<file path="src/rtl/unpack_pkg.sv">
// Shared constants and width helpers for the byte unpacking stream.
// Consumed by byte_unpack_stream and modq_reduce12.
package unpack_pkg;

  localparam logic [11:0] KYBER_Q = 12'd3329;

  // Bits needed to represent every value in 0..max_val, never less than one.
  function automatic int unsigned cnt_w(input int unsigned max_val);
    return (max_val < 2) ? 1 : $clog2(max_val + 1);
  endfunction

endpackage

</file>
<file path="src/rtl/modq_reduce12.sv">
// Single conditional subtract of q from a 12-bit value; purely combinational.
// Only instantiated when UNPACK_MODQ_EN is defined.
module modq_reduce12
  import unpack_pkg::*;
(
  input  logic [11:0] raw,
  output logic [11:0] reduced_c
);

  assign reduced_c = (raw >= KYBER_Q) ? raw - KYBER_Q : raw;

endmodule

</file>
<file path="src/rtl/byte_unpack_stream.sv">
// Streaming byte-to-word unpacker: LSB-first bit accumulator with frame delimiting.
// Define UNPACK_MODQ_EN to reduce 12-bit words modulo q on the output.
module byte_unpack_stream
  import unpack_pkg::*;
#(
  parameter int unsigned IN_BYTES = 1,
  parameter int unsigned OUT_W    = 12,
  parameter int unsigned N_OUT    = 256
) (
  input  logic                  clk,
  input  logic                  rst,
  input  logic                  in_valid,
  output logic                  in_ready,
  input  logic [IN_BYTES*8-1:0] in_data,
  output logic                  out_valid,
  input  logic                  out_ready,
  output logic [OUT_W-1:0]      out_data,
  output logic                  out_last
);

  localparam int unsigned IN_W   = IN_BYTES * 8;
  localparam int unsigned ACC_W  = IN_W + OUT_W;
  localparam int unsigned FILL_W = cnt_w(ACC_W);
  localparam int unsigned WCNT_W = cnt_w(N_OUT - 1);

  localparam logic [FILL_W-1:0] OUT_W_F   = FILL_W'(OUT_W);
  localparam logic [FILL_W-1:0] IN_W_F    = FILL_W'(IN_W);
  localparam logic [WCNT_W-1:0] WCNT_LAST = WCNT_W'(N_OUT - 1);

  logic [ACC_W-1:0]  acc;
  logic [ACC_W-1:0]  acc_base;
  logic [ACC_W-1:0]  acc_next;
  logic [FILL_W-1:0] fill;
  logic [FILL_W-1:0] fill_base;
  logic [FILL_W-1:0] fill_next;
  logic [WCNT_W-1:0] wcnt;
  logic              push;
  logic              pop;

  // Handshake flags come only from registered state, so out_ready never reaches in_ready.
  assign out_valid = (fill >= OUT_W_F);
  assign out_last  = out_valid & (wcnt == WCNT_LAST);
  assign in_ready  = (fill <= OUT_W_F) & ~out_last;
  assign push      = in_valid & in_ready;
  assign pop       = out_valid & out_ready;

  // Consume the low word first, then append the new beat right above the remaining bits.
  always_comb begin
    acc_base  = acc;
    fill_base = fill;
    if (pop) begin
      acc_base  = acc >> OUT_W;
      fill_base = fill - OUT_W_F;
    end
    acc_next  = acc_base;
    fill_next = fill_base;
    if (push) begin
      acc_next  = acc_base | (ACC_W'(in_data) << fill_base);
      fill_next = fill_base + IN_W_F;
    end
  end

  // Popping the last word of a frame discards any leftover bits.
  always_ff @(posedge clk) begin
    if (rst || (pop && out_last)) begin
      acc  <= '0;
      fill <= '0;
      wcnt <= '0;
    end else begin
      acc  <= acc_next;
      fill <= fill_next;
      if (pop) begin
        wcnt <= wcnt + WCNT_W'(1);
      end
    end
  end

`ifdef UNPACK_MODQ_EN
  generate
    if (OUT_W == 12) begin : g_modq
      modq_reduce12 u_modq (
        .raw       (acc[11:0]),
        .reduced_c (out_data)
      );
    end else begin : g_raw
      assign out_data = acc[OUT_W-1:0];
    end
  endgenerate
`else
  assign out_data = acc[OUT_W-1:0];
`endif

endmodule

</file>
<file path="config.mk">
export PLATFORM = sky130hd
export DESIGN_NAME = byte_unpack_stream
export DESIGN_NICKNAME = d
export VERILOG_FILES = /design/src/rtl/unpack_pkg.sv /design/src/rtl/modq_reduce12.sv /design/src/rtl/byte_unpack_stream.sv
export SDC_FILE = /design/constraint.sdc
export NUM_CORES = 1
export LEC_CHECK = 0
export ABC_AREA = 0
export CAP_MARGIN = 10
export CORE_AREA = 4 4 57 64
export DETAILED_ROUTE_END_ITERATION = 8
export DIE_AREA = 0 0 61 68
export GPL_TIMING_DRIVEN = 0
export PLACE_DENSITY = 0.8
export SLEW_MARGIN = 20
export SYNTH_ARGS = -nofsm -noshare
export SYNTH_HDL_FRONTEND = slang
export SYNTH_SLANG_ARGS = --single-unit
export TNS_END_PERCENT = 1
</file>
<file path="constraint.sdc">
create_clock -name clk -period 3.6 [get_ports clk]
set_clock_uncertainty 0.2 [all_clocks]
set_input_delay 0.9 -clock clk [delete_from_list [all_inputs] [get_ports clk]]
set_output_delay 0.9 -clock clk [all_outputs]
set_load 0.1 [all_outputs]
</file>
### Yosys cells after proc, flatten, opt, wreduce, memory -nomap -nowiden

Index checks and enable logic that the tools add are counted.

* multiplexer cells: 4
* magnitude comparators: 2
* bitwise operators: 6
* reductions and logical operators: 2
* add/subtract/negate cells: 3
* eq/ne operators: 1
* shift-type cells: 1

Operator list (number)
* 20-bit two-way mux: 2
* 20-bit bitwise OR: 1
* 8-bit by 5-bit << shifter with 20-bit output: 1
* 5-bit two-way mux: 2
* 8-bit by 1-bit adder with 8-bit output (second input constant): 1
* 8-bit equality test (second input constant): 1
* 5-bit by 4-bit adder with 5-bit output (second input constant): 1
* 5-bit by 4-bit greater-or-equal comparator with 1-bit output (second input constant): 1
* 5-bit by 4-bit less-or-equal comparator with 1-bit output (second input constant): 1
* 5-bit by 4-bit subtractor with 5-bit output (second input constant): 1
* 1-bit AND: 4
* 1-bit logical AND: 1
* 1-bit logical OR: 1
* 1-bit inverter: 1

* logic and storage cells: 22
* output and inout port bits: 15
* register bits: 33
* bits of input ports: 12

### Depth between registers and ports, before layout

* word-level depth: 6
* depth in mapped cells: 8
* depth with buffers taken out: 8

### Least setup slack after synthesis

Ideal clock, no wire load.

* path type: register -> output
* start point: register fill[2]
* end point: output in_ready
* data required time: 2500 ps
* path buffers: 0
* data arrival time: 3182 ps
* stages on the path, launching flop included: 6
* slack: -682 ps
* cells stage by stage: dfxtp_1 > ha_1 > ha_1 > a211oi_4 > nor4_4 > nor2_1

* longest elaborated chain between the ends: 4
* elaborated cells between the ends (all ways): 5
* those cells by class: order compare (2); bitwise (3)

Ends and longest elaborated chain
* start: declaration: line byte_unpack_stream.sv:33 `logic [FILL_W-1:0] fill;`
* start signal: assignment: line byte_unpack_stream.sv:71 `fill <= fill_next;`
* 5-bit by 4-bit greater-or-equal comparator with 1-bit output: line byte_unpack_stream.sv:41 `assign out_valid = (fill >= OUT_W_F);`
* 1-bit AND: line byte_unpack_stream.sv:42 `assign out_last = out_valid & (wcnt == WCNT_LAST);`
* named net out_last: line byte_unpack_stream.sv:18 `output logic out_last`
* 1-bit inverter: line byte_unpack_stream.sv:43 `assign in_ready = (fill <= OUT_W_F) & ~out_last;`
* 1-bit AND: line byte_unpack_stream.sv:43
* end: declaration: line byte_unpack_stream.sv:13 `output logic in_ready,`

The timed path passes the listed nets, and every way through them passes these cells.

### Worst setup path after layout

* start point: register fill[4]
* end point: output in_ready

* longest elaborated chain between the ends: 4
* elaborated cells between the ends (all ways): 5
* those cells by class: order compare (2); bitwise (3)

Ends and longest elaborated chain (line)
* 5-bit by 4-bit greater-or-equal comparator with 1-bit output: byte_unpack_stream.sv:41
* 1-bit AND: byte_unpack_stream.sv:42
* 1-bit inverter: byte_unpack_stream.sv:43
* 1-bit AND (*): byte_unpack_stream.sv:43

Every way passes the cells marked *; elsewhere a longest branch is shown, timed or not.

==> out/results.txt <==
ranking of synthesized cells by area: dfxtp_1 (39%), nand2_1 (7.0%), buf_4 (5.6%)
Slew Limit Fails: 0
# nets final: 228
later-pin clock latency in the skew report: 0.33 ns
Sw Pwr: 491 uW
num ports: 27
Detailed Route WL: 3.59 mm
WL per Instance: 14.5 um
hold depth: 2
Lkg Pwr: 0.736 nW
Initial Utilization: 53.6%
Final Cell Area: 1980 um2
Worst R2R End: acc[14]
initial antenna violation count: 0
Post-synth top cells: dfxtp_1 (31), nand2_1 (30), nor2_1 (20)
flop2flop setup slack: 1.00 ns
CTS resizes: 6
cells along the critical path: inv_1 -> ha_4 -> a211oi_4 -> nor4_4 -> nor2_1 -> clkdlybuf4s15_2
drt first pass iters: 5
unrepaired setup endpoints after global routing: no
actual slew at the worst max-slew pin: 0.972 ns
Power Dens Cells: 558 nW/um2
Worst setup EP type: output pin
CP arrival: 2.35 ns
result of the run: complete, no violations
Via density: 5.69
hold-fix buffers at CTS: 0
Hold EP: acc[8]
placed inst area: 1940 um2
kind of critical path: reg -> out
Total GRT Usage: 19.8%
WP data required: 2.50 ns
pin count of the biggest net entering global routing: 11
Post-synth top flop: dfxtp_1
Startpoint Class: flop
TritonCTS clock tree: done
Die W: 61 um
yosys warns: 0
root buf cell: clkbuf_4
DRT antenna net count: 0
Worst path max stage delay: 0.56 ns
RD Place Congestion: 0.844
H-tree depth: 2
Post-synth EDFFs: 0
Synth async-reset ratio: 0%
Final Setup Violations: 0
fmax: 290 MHz
std cell rows: 21
syn nets: 196
vias in the first global route: 1432
Post-CTS Setup Inserts: 0
sequential group share of total power: 37.5%
DIE AREA: 4150 um2
layout cells sized above 1: 17.8%
clock share of power: 17.6%
#FFs+latches synth: 31
Peak supply drop: 0.373 mV
Yosys top cell area share: 38.7%
Power Internal: 615 uW
GR Overflow Total: 0
hpwl dp: 2.79 mm
first-pass GRT wire length: 6.18 mm
Clock Pin Slew Worst Setup and Hold Paths: 0.10 ns
CTS sink cnt: 31
Combinational Power Share: 44.9%
min cycle time layout: 3.45 ns
average size of a mapped cell: 8.86 um2
final period utilization: 95.7%
post-place setup slack: -0.0425 ns
Hold/Removal Path Class: reg -> reg
Slowest-stage cell, CP: clkdlybuf4s15_2
DR vias: 1412
DR iter-0 viols: 65
count leader, synth: dfxtp_1
Post-Synthesis Cells: 181
hold path start: acc[8]
worst-path fanout max: 7
Max-slew headroom: 35.0%
# DRC: 0
Area Growth Syn to Fin: 23.6%
cts bufs inserted: 5
Distinct cells, synth: 38
number of max-cap violations: 0
Final Hold Viols: 0
setup ws final: 0.154 ns
I/O Buffers: 25
Fin Setup TNS: 0 ns
Core Box Area: 3000 um2
Die Height: 68 um
maximum clock path buffer count: 2
switching share of total power: 44.4%
area leader, netlist: dfxtp_1
area of the mapped netlist: 1600 um2
Crit Reg-Reg Startpoint: fill[4]
ant diodes: 0
worst r2r path cells: 8
Seq/Total Area, Yosys: 38.7%
cell usage in the layout, fill, tap and decap left out, types with 4 or more instances in the layout:
master           netlist  layout
nor3_1                 5       5
dfxtp_1               31      27
clkbuf_1               4       6
buf_4                 12      12
a31oi_1                8       8
a22o_1                 8       8
nor2_1                20      20
xnor2_1                5       5
clkbuf_4               0       5
a22oi_1                6       6
nand2_1               30      29
clkdlybuf4s50_1        0      22
inv_1                  4       4
nand3_1                5       5
state kept, by name, summed over array words and instances, names as in the netlist:
signal / count
acc: 20
fill: 3
wcnt: 8
metrics by stage:
step | hold slack, ns | utilization, % | total power, mW | instances
after detailed placement | 0.248 | 64.7 | 0.921 | 240
after CTS | 0.271 | 66.3 | 1.11 | 248
after floorplan | 0.226 | - | 0.812 | 181
final | 0.265 | 66.2 | 1.11 | 248
after global routing | 0.301 | 66.2 | 1.16 | 248
after global placement | 0.244 | 64.7 | 0.912 | 240
routing by layer:
metal  wire length, um  track usage, %  up-vias  share of wire [%]
li1                  -               -      708                  -
met1              1530            23.7      651                 43
met2              1770            33.2       46                 49
met3               226            3.96        7                6.3
met4                58            10.0        0                1.6
met5                 0               0        -                  0
critical path, delay by kind of cell (launching register included):
kind	cells	cell delay (ns)
AO/OA/AOI/OAI	1	0.38
adder cells (fa/ha/maj)	1	0.21
buffers and inverters	2	0.69
flip-flops	1	0.49
AND/OR/NAND/NOR	2	0.24
worst max path at each step:
stage,startpoint,endpoint,slack (ns),cells past startpoint
final,fill[4],in_ready,0.15,6
after global routing,fill[4],in_ready,0.06,6
after CTS,fill[2],out_last,0.003,5
after detailed placement,fill[4],in_ready,-0.04,6
after global placement,fill[4],in_ready,-0.009,6
after floorplan,fill[2],in_ready,-0.38,5
cell type report:
| type | count | area [um2] |
|---|---|---|
| inverter | 4 | 15.0 |
| fill | 265 | 1010 |
| clock buffer | 7 | 45.0 |
| clock inverter | 1 | 5.00 |
| tap | 34 | 42.5 |
| multi-input combinational | 128 | 883 |
| timing repair buffer | 25 | 245 |
| sequential | 31 | 631 |
| buffer | 18 | 115 |
cell families (layout without fill, tap and decap cells):
family                     Yosys count  count (layout)  share of synthesized area (%)
adders and majority gates            3               3                           2.34
AOI/OAI and AO/OA                   40              40                           19.7
DFF                                 31              31                           38.7
xor gates and xnor gates             8               8                           4.37
buffers and inverters               22              55                           8.11
muxes                                5               5                           3.43
and+or+nand+nor                     72              72                           23.3
power by group through the flow:
stage | combinational, mW | sequential [mW] | clock, mW
6_report | 0.497 | 0.415 | 0.195
5_1_grt | 0.529 | 0.419 | 0.210
3_5_place_dp | 0.498 | 0.423 | 0
4_1_cts | 0.497 | 0.414 | 0.196
2_1_floorplan | 0.397 | 0.415 | 0
3_3_place_gp | 0.492 | 0.419 | 0
(Power assumes the default switching activity.)
